<file path="config.mk">
export PLATFORM = sky130hd
export DESIGN_NAME = bitmask_index_iter
export DESIGN_NICKNAME = d
export VERILOG_FILES = /design/src/rtl/bitmask_index_iter.sv
export SDC_FILE = /design/constraint.sdc
export NUM_CORES = 1
export LEC_CHECK = 0
export BUFFER_PORTS_ARGS = -buffer_cell sky130_fd_sc_hd__clkbuf_2
export CAP_MARGIN = 0
export CORE_UTILIZATION = 30
export CTS_CLUSTER_SIZE = 16
export DETAILED_ROUTE_END_ITERATION = 6
export HOLD_SLACK_MARGIN = 0.08
export PLACE_DENSITY = 0.59
export SLEW_MARGIN = 40
export SYNTH_ARGS = -nofsm -noshare
export SYNTH_HDL_FRONTEND = slang
export SYNTH_SLANG_ARGS = --single-unit
</file>
<file path="constraint.sdc">
create_clock -name clk_i -period 7.05 [get_ports clk_i]
set_clock_uncertainty 0.05 [all_clocks]
set_input_delay 0.705 -clock clk_i [delete_from_list [all_inputs] [get_ports clk_i]]
set_output_delay 0.705 -clock clk_i [all_outputs]
set_load 0.005 [all_outputs]
</file>
<file path="src/rtl/bitmask_index_iter.sv">
// Set-bit enumerator: accepts a mask and emits the absolute position of every set bit,
// one per output handshake, in ascending (MODE=0) or descending (MODE=1) order.

module bitmask_index_iter_lzc #(
    parameter int unsigned WIDTH     = 16,
    parameter bit          MODE      = 1'b0,
    parameter int unsigned CNT_WIDTH = 4
) (
    input  logic [WIDTH-1:0]     in_i,
    output logic [CNT_WIDTH-1:0] cnt_o
);
    // MODE=0 counts trailing zeros, MODE=1 counts leading zeros; all-zero input yields 0.
    always_comb begin
        logic found;
        cnt_o = '0;
        found = 1'b0;
        if (!MODE) begin
            for (int i = 0; i < int'(WIDTH); i++) begin
                if (!found && in_i[i]) begin
                    cnt_o = CNT_WIDTH'(i);
                    found = 1'b1;
                end
            end
        end else begin
            for (int i = int'(WIDTH) - 1; i >= 0; i--) begin
                if (!found && in_i[i]) begin
                    cnt_o = CNT_WIDTH'(int'(WIDTH) - 1 - i);
                    found = 1'b1;
                end
            end
        end
    end
endmodule

module bitmask_index_iter #(
    parameter int unsigned WIDTH     = 16,
    parameter bit          MODE      = 1'b0,
    parameter int unsigned IDX_WIDTH = (WIDTH > 1) ? $clog2(WIDTH) : 1
) (
    input  logic                 clk_i,
    input  logic                 rst_ni,
    input  logic                 flush_i,
    input  logic                 mask_valid_i,
    output logic                 mask_ready_o,
    input  logic [WIDTH-1:0]     mask_i,
    output logic                 idx_valid_o,
    input  logic                 idx_ready_i,
    output logic [IDX_WIDTH-1:0] idx_o,
    output logic                 last_o,
    output logic                 busy_o
);
    typedef enum logic {IDLE, ITER} state_e;

    localparam logic [WIDTH-1:0]     ONE = WIDTH'(1);
    localparam logic [IDX_WIDTH-1:0] TOP = IDX_WIDTH'(WIDTH - 1);

    state_e                state_q, state_d;
    logic [WIDTH-1:0]      res_q, res_d;
    logic [IDX_WIDTH-1:0]  cnt;
    logic [IDX_WIDTH-1:0]  pos;
    logic                  single;
    logic                  iter;

    bitmask_index_iter_lzc #(
        .WIDTH    (WIDTH),
        .MODE     (MODE),
        .CNT_WIDTH(IDX_WIDTH)
    ) u_lzc (
        .in_i (res_q),
        .cnt_o(cnt)
    );

    // Descending mode reports the absolute position, not the leading-zero count.
    assign pos    = MODE ? (TOP - cnt) : cnt;
    assign single = ((res_q & (res_q - ONE)) == '0);
    assign iter   = (state_q == ITER);

    assign mask_ready_o = (state_q == IDLE);
    assign idx_valid_o  = iter;
    assign busy_o       = iter;
    assign idx_o        = iter ? pos : '0;
    assign last_o       = iter & single;

    always_comb begin
        state_d = state_q;
        res_d   = res_q;
        case (state_q)
            IDLE: begin
                if (mask_valid_i && (mask_i != '0)) begin
                    state_d = ITER;
                    res_d   = mask_i;
                end
            end
            ITER: begin
                if (idx_ready_i) begin
                    if (single) begin
                        state_d = IDLE;
                        res_d   = '0;
                    end else begin
                        res_d = res_q & ~(ONE << pos);
                    end
                end
            end
            default: begin
                state_d = IDLE;
                res_d   = '0;
            end
        endcase
        // Abort wins over any handshake; a coincident mask is consumed and dropped.
        if (flush_i) begin
            state_d = IDLE;
            res_d   = '0;
        end
    end

    always_ff @(posedge clk_i) begin
        if (!rst_ni) begin
            state_q <= IDLE;
            res_q   <= '0;
        end else begin
            state_q <= state_d;
            res_q   <= res_d;
        end
    end

`ifndef SYNTHESIS
    a_width_pos : assert property (@(posedge clk_i) WIDTH > 0);

    a_valid_nonzero : assert property (@(posedge clk_i) disable iff (!rst_ni)
        idx_valid_o |-> (res_q != '0));

    a_hold_stable : assert property (@(posedge clk_i) disable iff (!rst_ni)
        (idx_valid_o && !idx_ready_i && !flush_i) |=> ($stable(idx_o) && $stable(last_o) && idx_valid_o));
`endif
endmodule

</file>
# Word-level counts from Yosys, hierarchy flattened
# Index checks and enable logic that the tools add are counted.
[word_totals]
n_memories = 0
in_bits = 21
out_inout_bits = 8
ramBits = 0
regBits = 17
romBits = 0
elab_cells = 86
latch_bits = 0
[op_classes]
shifts = 1
n_mul = 0
muxes = 39
n_reduce_logical = 35
eq_ne = 2
div = 0
order_cmp = 0
n_addsub = 1
bitwise = 6
[op_table]
columns = ["op", "n"]
rows = [
  ["two-way mux 4 bit", 15],
  ["two-way mux 16 bit", 3],
  ["bitwise AND 16 bit", 2],
  ["one-hot mux 16 bit (2 select lines)", 1],
  ["two-way mux 1 bit", 19],
  ["logical AND 1 bit", 16],
  ["zero test 16 bit", 1],
  ["inverter 16 bit", 1],
  ["nonzero test 16 bit", 1],
  ["<< shifter 1 x 4 -> 16 bit (first input constant)", 1],
  ["subtractor 16 x 1 -> 16 bit (second input constant)", 1],
  ["zero test 1 bit", 15],
  ["inequality test 2 x 1 -> 1 bit (second input constant)", 1],
  ["inequality test 2 bit (second input constant)", 1],
  ["inverter 1 bit", 2],
  ["one-hot mux 1 bit (2 select lines)", 1],
  ["AND reduction 2 bit", 1],
  ["OR reduction 2 bit", 1],
  ["bitwise AND 1 bit", 1],
]

# Longest topological paths before layout
# Gate-level depths: netlist (run 1).
[logic_depth]
word_depth = 52
mapped_depth = 9
mapped_depth_nobuf = 6

# Cells and area by module
# Synthesis (run 1) repeated with hierarchy kept, for this count alone.
[unflattened]
cells_unflattened = 170
area_unflattened_um2 = 1316.3
[by_module_without_submodules]
columns = ["module", "cells_each", "seq_area_each_um2", "area_per_inst_um2", "instances"]
rows = [
  ["bitmask_index_iter", 142, 340.3, 1113.6, 1],
  ["bitmask_index_iter_lzc", 28, 0.0, 202.7, 1],
]

# Least setup slack after synthesis (run 1)
# Ideal clock, no wire load.
[synth_path]
path_kind = "reg-to-output"
from = "register res_q[4]"
to = "output port last_o"
arrival_ns = 1.785
path_slack_ns = 4.510
t_required_ns = 6.295
path_stages_with_launch = 7
n_path_buf = 1
path_cell_list = "dfxtp_1 -> buf_6 -> or4_4 -> nor4_2 -> o221ai_2 -> nor4_1 -> and2_1"
[synth_via]
elab_chain_len = 4
[synth_rtl]
columns = ["item", "line_no", "source"]
rows = [
  ["from (decl)", "58", "logic [WIDTH-1:0] res_q, res_d;"],
  ["from (signal assigned)", "122", "res_q <= res_d;"],
  ["subtractor 16 x 1 -> 16 bit", "75", "assign single = ((res_q & (res_q - ONE)) == '0);"],
  ["bitwise AND 16 bit (*)", "75", ""],
  ["zero test 16 bit (*)", "75", ""],
  ["bitwise AND 1 bit (*)", "82", "assign last_o = iter & single;"],
  ["to (decl)", "49", "output logic last_o,"],
]
# Mark *: on every way between the ends. The rest lies on a longest branch, timed or not.

# Worst setup path after layout (run 1)
[layout_path]
from = "register res_q[2]"
to = "output port idx_o[0]"
[layout_via]
elab_chain_len = 42
word_cells_on_any_way = 55
classes_between = "28 x mux; 27 x reduce/logical"
[layout_rtl]
columns = ["item", "line_no", "source"]
rows = [
  ["logical AND 1 bit (*)", "19", "if (!found && in_i[i]) begin"],
  ["two-way mux 1 bit", "19", ""],
  ["zero test 1 bit", "19", ""],
  ["logical AND 1 bit", "19", ""],
  ["two-way mux 1 bit", "19", ""],
  ["zero test 1 bit", "19", ""],
  ["logical AND 1 bit", "19", ""],
  ["two-way mux 1 bit", "19", ""],
  ["[... 26 more ...]", "-", ""],
  ["two-way mux 1 bit", "19", ""],
  ["zero test 1 bit", "19", ""],
  ["logical AND 1 bit", "19", ""],
  ["two-way mux 1 bit", "19", ""],
  ["zero test 1 bit", "19", ""],
  ["logical AND 1 bit", "19", ""],
  ["two-way mux 4 bit (*)", "19", ""],
  ["two-way mux 4 bit (*)", "81", "assign idx_o = iter ? pos : '0;"],
  ["to (decl)", "48", "output logic [IDX_WIDTH-1:0] idx_o,"],
]
# Marked as above.

==> flow_results.org, run 1 <==
** Routing
- The detail route stage leaves a number of antenna-violating nets equal to 0.
- Dividing the detail-routed wire length by the instance count gives approximately 17 um.
- Number of detailed-route iterations in the first pass :: 4
- In the routed design, unresolved DRC markers number 0.
- Number of vias per cell after detailed routing :: between 5 and 6
- The first routing iteration left 48 violations.
- Total number of vias :: 1,451
- The routed design has 4066 um of wire.

** Synth
- Post-Synthesis Net Count :: a little under 200
- EDFF count, synth :: 0
- Total of flip-flops plus latches after synthesis :: 17
- A synthesized cell averages just over 8 sq um.
- Most common flop cell mapped by yosys :: dfxtp_1
- Proportion of synthesized flip-flops having asynchronous set or reset :: 0
- Yosys mapped the design onto 50 distinct sky130hd cell types.
- The share of the Yosys chip area taken by registers is 0.2444.
- In this run the cell area of the synthesized design comes to roughly 1400 sq um.
- Syn. warnings :: 0
- Synthesis produced a netlist whose cell count is about 170.

** Power and ir drop
- The share of total power dissipated in the clock network is 0.307.
- VDD sags by at most around 110 uV.
- Of the total power, registers draw 0.421.
- Of the total power, combinational logic draws 0.273.
- Pleak :: approximately 0.60 nW
- In this run the power spent charging and discharging nets is around 0.088 mW.
- Cell area power density :: between 150 and 200 nW/um^2
- Of the total power, the share spent switching nets is 0.3431.
- The internal portion of the total power is roughly 0.17 mW.

** Setup path
- Sort of element at the end of the critical path :: primary output
- FF-to-FF path depth :: 7
- Crit-path max cell delay :: 0.69 ns
- Family with the most delay on the worst path :: simple AND/OR/NAND/NOR gates
- Slack of the worst reg-to-reg path :: roughly 4.4 ns
- The slowest stage of the critical path is the or4_1 cell.
- The number of buffers and inverters on the critical path is 1.
- WP depth :: 6
- Largest fanout on the critical path :: 11
- Data on the critical path is required at its endpoint by 6.29 ns.
- Traced cell by cell, the critical path runs through or4_1 > nor2_1 > a31oi_1 > a21oi_2 > a211oi_1 > clkbuf_2.
- Arrival time reported for the critical path endpoint :: about 2.4 ns
- Critical Setup Path Class :: register to primary output
- Launching element type of the critical path :: register

** CTS
- Clock network latency to the later pin of the worst-skew pair :: between 0.2 and 0.3 ns
- TritonCTS built the clock tree.
- Clock-pin slew was measured on the worst setup and hold paths at 0.08 ns.
- CTS buffer count :: 3
- Cell at the root of the clock tree :: clkbuf_8
- Buffers inserted to repair hold after CTS numbered 0.
- The number of setup buffers added after CTS is 0.
- Number of levels in the clock H-tree :: 1
- CTS resizes :: 0
- The clock passes through at most 2 buffers.
- Counting every sink on the clock net gives 17.

** Floorplanning
- Die area :: 4918 sq um
- The initial utilization of the core area, before any placement, comes to 0.3155.
- The total area inside the core boundary comes to ~4400 sq um.
- Die extent in x :: 70.13 um
- In this run the core area contains 24 standard-cell rows.
- For this design the top-level I/O count stands at 29.
- The floorplan step set the die height to around 70 um.

** Timing
- TNS Setup :: 0 ns
- Setup repair after global routing left no endpoint under its margin.
- Timing-limited maximum frequency :: roughly 0.32 GHz
- Worst slew margin relative to its limit :: 0.5021
- Setup violations remaining at the end of the flow were counted as 0.
- Period utilisation layout :: 0.4502
- Endpoints failing hold :: 0
- Transition at the pin with the smallest max-transition slack :: 0.7469 ns
- The count of final max-slew check failures is 0.
- Shortest clock period the worst path allows after layout :: about 3.2 ns

** Layout
- Post-layout nets :: 212
- Once layout is complete, the cells apart from fillers number between 200 and 250.
- Measured on the finished design, the core utilization comes to 0.3478.
- Design Area, Final :: around 1500 sq um
- 0 antenna diodes ended up in the layout.
- In the final layout, the share of cells above drive strength 1 is 0.2842.
- Relative to the synthesized area, the layout overhead comes to 10.24%.

** Place
- Buffers placed on the I/O ports in this run total 28.
- Cell count after placement :: approximately 240
- Detailed placement ended at an HPWL of about 3000 um.
- Routability-driven placement finished with a final weighted congestion of just under 0.9.
- Instance area at placement :: approximately 1500 sq um

** Global routing
- Initial antenna violation count :: 0
- The number of global-route vias before repair is around 1,300.
- GR Util All Layers :: 0.1720
- Entering global routing, the biggest net connects 18 pins.
- First-pass GRT wire length :: 6679 um
- Summed over all layers, the global routing overflow is 0.

** Min path
- The worst hold path was traced through 2 stages.
- Hold Crit Class :: register to register

** Status
- The run finished with clean final reports.

** Flow run
- Max-cap violations in this run came to 0.
## routing by layer
metal  vias up  global-route usage  share of wire
met5         -                   0              0
met2        28              0.2564           0.45
li1        707                   -              -
met1       705              0.2358           0.48
met4         0             0.08667          0.030
met3        11             0.03175          0.033
## per-stage QoR
stage	total power, mW	setup WS, ns	hold slack, ns
floorplan	0.1592	4.510	0.4497
global placement	0.1783	4.226	0.5074
detailed placement	0.1784	4.189	0.5156
CTS	0.2546	3.899	0.5243
global route	0.2680	3.713	0.5610
finish	0.2552	3.876	0.5304
## path summary, 6_finish.rpt
| kind | from | end |
|---|---|---|
| max | res_q[2] | idx_o[0] |
| min | res_q[14] | res_q[14] |
| min reg2reg | res_q[14] | res_q[14] |
| max reg2reg | res_q[4] | res_q[5] |
## layout make-up
| type | instances | area [sq um] |
|---|---|---|
| Sequential cell | 17 | 340.3 |
| Inverter | 4 | 15.01 |
| Clock buffer | 3 | 41.29 |
| Tap cell | 52 | 65.06 |
| Clock inverter | 1 | 5.005 |
| Fill cell | 464 | 2879 |
| Multi-Input combinational cell | 136 | 920.9 |
| Timing Repair Buffer | 29 | 147.6 |
## sequential cells by signal, indices dropped and copies added (netlist names)
name / cells
busy_o: 1
res_q: 16
## power by group through the flow
stage                     registers (mW)  clock network (mW)  logic (mW)
final                              0.107              0.0782      0.0696
after global routing               0.108              0.0825      0.0775
after CTS                          0.107              0.0781      0.0693
after detailed placement           0.109                   0      0.0690
after global placement             0.109                   0      0.0690
after floorplan                    0.105                   0      0.0545
## tightest hold or removal path: cells and delay by family (launching register included)
family / cells / cell delay (ns)
DFF: 1 / 0.38
and+or+nand+nor: 1 / 0.09
AOI/OAI and AO/OA: 1 / 0.07
## cells by family after synthesis
logic type	count (synthesis)	share of synthesized area
DFF	17	0.2444
adders and majority gates	2	0.01438
AOI/OAI and AO/OA	57	0.2875
and+or+nand+nor	72	0.3235
buffers and inverters	20	0.09433
muxes	5	0.03594
## cells in the final DEF, fill, tap and decap left out, drive strengths merged, types with 2 or more instances in the layout
cell type	n
clkbuf	31
or4	3
or2	5
o22ai	9
a31oi	3
inv	4
a31o	3
nand4	5
a311oi	2
mux2i	5
nand3	6
nor4	10
a221oi	2
o21ai	6
a21oi	15
and3	8
nand2	13
o211ai	3
maj3	2
a211oi	6
dfxtp	17
nor3	6
nor2	11
## Yosys cell counts (2+ instances only)
cell / instances / area share
dfxtp_1: 17 / 0.24
a21oi_1: 14 / 0.050
nand2_1: 13 / 0.035
nor2_1: 10 / 0.027
o22ai_1: 9 / 0.040
and3_1: 6 / 0.027
nand3_1: 6 / 0.022
nor3_1: 6 / 0.022
nor4_1: 6 / 0.027
o21ai_0: 6 / 0.022
a211oi_1: 5 / 0.027
buf_4: 5 / 0.027
mux2i_1: 5 / 0.036
nand4_1: 5 / 0.022
or2_2: 5 / 0.022
clkbuf_1: 4 / 0.011
inv_1: 4 / 0.011
a31oi_1: 3 / 0.013
nor4_4: 3 / 0.046
o211ai_1: 3 / 0.016
a221oi_1: 2 / 0.013
a311oi_1: 2 / 0.013
a31o_1: 2 / 0.013
and3_2: 2 / 0.011
buf_6: 2 / 0.016
clkbuf_8: 2 / 0.020
maj3_1: 2 / 0.014
or4_4: 2 / 0.016
(Power assumes the default switching activity.)
==> run 2: changes to the inputs <==
PLACE_DENSITY = 0.61   (was 0.59)
clock period = 2.6 ns   (was 7.05 ns; I/O delays follow)
==> run 2 against run 1 <==
- final area rose by 7.6%
- sequential share of layout area fell by 1.3 points
- first-iteration DRC count up 25%
- critical path depth stayed put
- via count grew 4.6%
- highest routed layer unchanged
- critical path type unchanged
- largest cell class unchanged
- largest power group unchanged
==> flow_results.org, run 2 (synthesized netlist as in run 1, its figures left out) <==
** Routing
- The detailed router's first-iteration violation count came to 60 (was 48).
- The number of nets with antenna violations after routing came to 0 (unchanged).
- The wire length per cell after detailed routing was 16.25 um (was 16.80 um).
- The overall routed net length was 4128 um (was 4066 um).
- Total number of vias :: 1,518 (was 1,451)
- Number of vias per cell after detailed routing :: 5.976 (was 5.996)
- The remaining design rule violation count came to 0 (unchanged).
- The number of detailed-route iterations in the first pass is 4 (unchanged).

** CTS
- Cell at the root of the clock tree :: clkbuf_8 (unchanged)
- The insertion delay of the later-clocked pin in the worst-skew pair was 0.26 ns (about the same).
- Reg clk slew, reported paths :: 0.07 ns (was 0.08 ns)
- The total CTS buffers came to 3 (unchanged).
- TritonCTS clock tree :: done (unchanged)
- Maximum root-to-sink buffer count :: 2 (unchanged)
- Sink Count :: 17 (unchanged)
- Postcts setup bufs :: 0 (unchanged)
- The maximum level of the CTS H-tree came to 1 (unchanged).

** Timing
- TNS Setup :: 0 ns (unchanged)
- The transition at the pin with the smallest max-transition slack is 0.7259 ns (was 0.7469 ns).
- Number of slew-limit violations in the final report :: 0 (unchanged)
- The count of endpoints failing setup in the final report was 0 (unchanged).
- Shortest clock period the worst path allows after layout :: 2.495 ns
- In the finished design, the share of the clock period the worst path needs comes to 0.9596.
- Timing-limited maximum frequency :: ~0.40 GHz
- The hold violation total from the final report was 0 (unchanged).
- Worst slew margin relative to its limit :: 0.5161 (was 0.5021)
- Setup repair after global routing missed its margin: false (unchanged).

** Layout
- Multi-input gate area :: 944.7 sq um (was 920.9 sq um)
- The flip-flop count of the largest register after layout came to 16 (unchanged).
- Most frequent standard cell in the layout excluding fill and tap cells :: clkbuf_2 (unchanged)
- Layout fillers :: 465 (was 464)
- Commonest non-fill, non-tap cells in the layout: 28 x clkbuf_2, 14 x a21oi_1, 14 x dfxtp_1 (was 28 x clkbuf_2, 17 x dfxtp_1, 14 x a21oi_1).
- The net count reported at finish was 224 (was 212).
- Fraction of layout cells with a size suffix above 1 :: 0.3515 (was 0.2842)
- Layout Utilization :: 0.3742 (was 0.3478)
- Total area of sequential cells :: 344.1 sq um (was 340.3 sq um)
- Number of diodes :: 0 (unchanged)
- The layout-stage area growth over the synthesis result was 18.60% (was 10.24%).
- Register bank with the most flops :: res_q (unchanged)

** Floorplanning
- The number of ports placed on the die boundary was 29 (unchanged).
- The overall die height was 70.13 um (unchanged).
- Die extent in x :: 70.13 um (unchanged)
- Row cnt :: 24 (unchanged)
- Initial core utilization :: 0.3155 (unchanged)
- The area inside the core boundary was 4414 sq um (unchanged).
- Die area :: 4918 sq um (unchanged)

** Power and ir drop
- The maximum resistive drop on vdd is 232.6 uV (was 114.8 uV).
- The leakage power is 0.6635 nW (was 0.6007 nW).
- The overall power came to 0.7167 mW (was 0.2552 mW).
- The power per unit of standard cell area is 433.9 nW/um^2 (was 166.2 nW/um^2).

** Setup path
- The kind of start point of the critical path is a register (unchanged).
- The worst endpoint required time is 2.29 ns (was 6.29 ns).
- Largest fanout on the critical path :: 9 (was 11)
- The category of the critical setup timing path is register to primary output (unchanged).
- The endpoint arrival time on the critical path was 2.19 ns (was 2.42 ns).
- Slowest cell on the critical path :: or4_4 (was or4_1)
- Cells along the critical path: or4_4 > nor4_4 > o21a_1 > a21oi_2 > a211oi_1 > clkbuf_2 (was or4_1 > nor2_1 > a31oi_1 > a21oi_2 > a211oi_1 > clkbuf_2).
- The kind of capture point of the worst setup path is a primary output (unchanged).
- The delay of the slowest critical-path stage is 0.57 ns (was 0.69 ns).

** Flow run
- Max Cap Violations :: 0 (unchanged)

** Place
- Estimated wirelength of the detail-placed design :: 3129 um (was 3024 um)
- The last weighted congestion value of the routability-driven placer came to 0.9159 (was 0.8870).
- Count of input and output buffers :: 28 (unchanged)

** Status
- Outcome :: finished, final reports clean (unchanged)

** Global routing
- The pin count of the biggest net entering global routing is 18 (unchanged).
- The total routing usage reported by global routing came to 0.1771 (was 0.1720).
- The first-pass GRT wire length was 6886 um (was 6679 um).
- Final global-route overflow total :: 0 (unchanged)
- The number of global-route vias before repair was 1,359 (was 1,315).
- The number of antenna violations at the first check in global routing was 0 (unchanged).

** Min path
- The class of the most critical hold timing path is input pin to register (was register to register).
[run 2: cell types whose count changed in the layout (fill, tap and decap cells not counted), sizes merged]
cell / delta
clkinv: -1
clkbuf: +1
buf: +12
[run 2: final timing paths]
path	from	to	slack, ns	cells past startpoint
hold / removal	idx_ready_i	busy_o	0.16	2
hold reg to reg	res_q[0]	res_q[1]	0.50	2
setup / recovery	res_q[11]	idx_o[0]	0.10	6
setup reg to reg	res_q[11]	res_q[10]	0.28	7
[run 2: cell type report]
| class | instances | share of cell area |
|---|---|---|
| clock buffers | 4 | 0.02727 |
| multi-input cells | 136 | 0.5720 |
| repair buffers | 41 | 0.1439 |
| flip-flops and latches | 17 | 0.2083 |
| inverters | 4 | 0.009091 |
| well taps | 52 | 0.03939 |
[run 2: layer usage]
metal	GRT usage	share of wire	up-vias
met1	0.2489	0.47	724
met5	0	0	-
met3	0.01732	0.065	7
met2	0.2671	0.44	52
li1	-	-	735
met4	0.09111	0.020	0
[run 2: per-stage QoR]
| step | instances | hold slack, ns | worst slack (ns) | cell area (sq um) |
|---|---|---|---|---|
| after floorplan | 173 | 0.3252 | 0.3901 | 1393 |
| after global placement | 250 | 0.4352 | 0.2113 | 1579 |
| after detailed placement | 250 | 0.4350 | 0.1874 | 1579 |
| after CTS | 254 | 0.1586 | 0.04169 | 1634 |
| after global routing | 254 | 0.1794 | 0.004831 | 1652 |
| final | 254 | 0.1647 | 0.1050 | 1652 |
[run 2: report_power, final]
group | switching, mW | total [mW] | leakage [nW] | internal [mW]
registers | 0.0191 | 0.289 | 0.140 | 0.270
logic | 0.122 | 0.220 | 0.501 | 0.0980
clock network | 0.0986 | 0.208 | 0.0228 | 0.109
[run 2: worst max-delay path: cells and delay by family (launching register included)]
family          cells  cell delay, ns
simple gates        2            0.83
compound gates      3            0.50
flops               1            0.43
buf+inv             1            0.15
[run 2: what timing repair did]
item                       4_1_cts  5_1_grt
resized for setup                2        5
hold buffers                     0        0
setup endpoints to repair        2        2
==> run 3: changes to the inputs <==
CTS_BUF_LIST = sky130_fd_sc_hd__clkbuf_4 sky130_fd_sc_hd__clkbuf_8   (was default)
PLACE_DENSITY = default   (was 0.61)
PLACE_DENSITY_LB_ADDON = 0.3   (was default)
==> run 3 against run 2 <==
- cell count down 0.79%
- worst hold slack better by 0.0061 ns
- count of clock-buffer cells in the layout down 1
- critical path type unchanged
- largest cell class unchanged
- highest routed layer unchanged
==> flow_results.org, run 3 (synthesized netlist as in run 1, its figures left out) <==
** Layout
- Area growth from synthesis to layout :: 17.43% (was 18.60%)
- Commonest non-fill, non-tap cells in the layout: 28 x clkbuf_2, 14 x a21oi_1, 14 x dfxtp_1 (unchanged).
- Layout Utilization :: 0.3705 (was 0.3742)
- Register bank with the most flops :: res_q (unchanged)
- The most common cell after layout, fill and taps aside is clkbuf_2 (unchanged).
- Number of diodes :: 0 (unchanged)
- Max FFs per register :: 16 (unchanged)
- The final instance area came to 1635 sq um (was 1652 sq um).
- The fraction of final layout cells with drive strength greater than 1 was 0.3450 (was 0.3515).
- The net count reported at finish is 222 (was 224).

** Setup path
- Required time worst endpoint :: 2.29 ns (about the same)
- The largest driver fanout on the critical path came to 8 (was 9).
- Launching element type of the critical path :: register (unchanged)
- The endpoint arrival time on the critical path is 2.17 ns (was 2.19 ns).
- Sort of element at the end of the critical path :: primary output (unchanged)
- Critical Setup Path Class :: register to primary output (unchanged)

** Global routing
- GR Util All Layers :: 0.1828 (was 0.1771)
- Vias in the first global route :: 1,447 (was 1,359)
- Final global-route overflow total :: 0 (unchanged)
- The pin count of the biggest net entering global routing came to 18 (unchanged).
- Initial antenna violation count :: 0 (unchanged)
- The first-pass GRT wire length is 7182 um (was 6886 um).

** Place
- The quantity of I/O buffers inserted on ports came to 28 (unchanged).
- The last weighted congestion value of the routability-driven placer came to 0.9584 (was 0.9159).
- Instance area at placement :: 1564 sq um (was 1579 sq um)
- Pre-CTS WS :: 0.2567 ns (was 0.1874 ns)
- Estimated wirelength of the detail-placed design :: 3191 um (was 3129 um)

** Status
- Outcome: finished, final reports clean (unchanged).

** Power and ir drop
- Portion of total power attributed to combinational logic :: 0.304 (was 0.308)
- The switching power as a share of total power came to 0.3418 (was 0.3349).
- Highest ir drop seen on vdd :: 196.0 uV (was 232.6 uV)
- Post-layout power :: 0.7204 mW (was 0.7167 mW)
- Total internal power :: 0.4742 mW (was 0.4766 mW)
- The leakage power is 0.6520 nW (was 0.6635 nW).
- Cell area power density :: 440.5 nW/um^2 (was 433.9 nW/um^2)
- The switching power total was 0.2462 mW (was 0.2400 mW).
- Sequential share of power :: 0.398 (was 0.403)
- Part of the power in the clock network :: 0.298 (was 0.290)

** CTS
- The number of buffers inserted by post-CTS setup repair is 0 (unchanged).
- The total CTS buffers was 3 (unchanged).
- The cell at the root of the clock tree is clkbuf_8 (unchanged).
- TritonCTS clock tree :: done (unchanged)
- The number of clock sinks seen by CTS came to 17 (unchanged).
- Maximum root-to-sink buffer count :: 2 (unchanged)
- The insertion delay of the later-clocked pin in the worst-skew pair is 0.26 ns (about the same).
- The clock transition at the registers of the reported paths is 0.07 ns (about the same).
- Number of levels in the clock H-tree :: 1 (unchanged)

** Routing
- Number of remaining DRC errors :: 0 (unchanged)
- The number of detailed-route iterations in the first pass is 4 (unchanged).
- Total Routed Length :: 4249 um (was 4128 um)
- Number of vias per cell after detailed routing :: 6.028 (was 5.976)
- DR iter-0 viols :: 71 (was 60)
- Total number of vias :: 1,519 (was 1,518)
- Number of nets still failing antenna checks after routing :: 0 (unchanged)
- The wire length per cell after detailed routing is 16.86 um (was 16.25 um).

** Floorplanning
- The area of the die came to 4918 sq um (unchanged).
- The number of ports placed on the die boundary is 29 (unchanged).
- Row cnt :: 24 (unchanged)
- The initial standard-cell utilization of the core came to 0.3155 (unchanged).
- The area inside the core boundary is 4414 sq um (unchanged).
- Chip height :: 70.13 um (unchanged)
- Die extent in x :: 70.13 um (unchanged)

** Timing
- The count of final max-slew check failures is 0 (unchanged).
- Timing-limited maximum frequency :: 0.4032 GHz (was 0.4008 GHz)
- Setup repair after global routing missed its margin: false (unchanged).
- Period utilisation layout :: 0.9539 (was 0.9596)
- The shortest clock period the worst path allows after layout was 2.480 ns (was 2.495 ns).
- The transition at the pin with the smallest max-transition slack was 0.7401 ns (was 0.7259 ns).
- The count of endpoints failing setup in the final report was 0 (unchanged).
- TNS Setup :: 0 ns (unchanged)
- Worst slew margin relative to its limit :: 0.5066 (was 0.5161)
- The hold violation total from the final report came to 0 (unchanged).
- The post-route worst setup slack came to 0.1198 ns (was 0.1050 ns).

** Flow run
- The number of maximum-capacitance violations was 0 (unchanged).

** Min path
- The class of the most critical hold timing path is input pin to register (unchanged).
-- run 3: cell count changes in the layout (fill, tap and decap cells not counted) --
cell / delta
buf_4: -2
a211oi_1: +1
a211oi_2: -1
clkbuf_1: -1
clkinvlp_4: +1
-- run 3: stage by stage --
step,hold slack [ns],instances
after floorplan,0.3252,173
after global placement,0.4388,248
after detailed placement,0.4400,248
after CTS,0.1642,252
after global routing,0.1803,252
final,0.1708,252
-- run 3: path summary, 6_finish.rpt --
kind | startpoint | endpoint | slack (ns) | cells after the start
worst max-delay path | res_q[10] | idx_o[0] | 0.12 | 6
worst min-delay path | idx_ready_i | busy_o | 0.17 | 2
worst min register to register | res_q[4] | res_q[4] | 0.51 | 2
worst max register to register | res_q[10] | res_q[12] | 0.29 | 7
-- run 3: power groups by stage --
| stage | clock network (mW) | logic (mW) | registers (mW) |
|---|---|---|---|
| 2_1_floorplan | 0 | 0.148 | 0.284 |
| 3_5_place_dp | 0 | 0.209 | 0.292 |
| 6_report | 0.214 | 0.219 | 0.287 |
| 5_1_grt | 0.234 | 0.238 | 0.289 |
| 4_1_cts | 0.218 | 0.213 | 0.286 |
| 3_3_place_gp | 0 | 0.210 | 0.292 |
-- run 3: layout make-up --
| cell class | instances | area (sq um) |
|---|---|---|
| Sequential cell | 17 | 344.1 |
| Fill cell | 464 | 2779 |
| Inverter | 4 | 15.01 |
| Tap cell | 52 | 65.06 |
| Multi-Input combinational cell | 136 | 939.7 |
| Timing Repair Buffer | 39 | 222.7 |
| Clock inverter | 1 | 7.507 |
| Clock buffer | 3 | 41.29 |
-- run 3: timing repair --
item                                    in CTS  in global routing
endpoints found under the setup margin       1                  2
hold buffers                                 0                  0
gates resized for setup                      1                  5
-- run 3: layer usage --
layer	share of wire	up-vias	global-route usage
met2	0.45	57	0.2917
met4	0.032	0	0.09556
li1	-	729	-
met1	0.44	722	0.2388
met3	0.069	11	0.02453
met5	0	-	0
-- run 3: critical path, stage by stage, from the launching register on --
cell and delay (ns):
dfxtp_1 0.41, or4_4 0.59, nor4_4 0.28, o21a_1 0.18
a21oi_2 0.07, a211oi_1 0.23, clkbuf_2 0.16
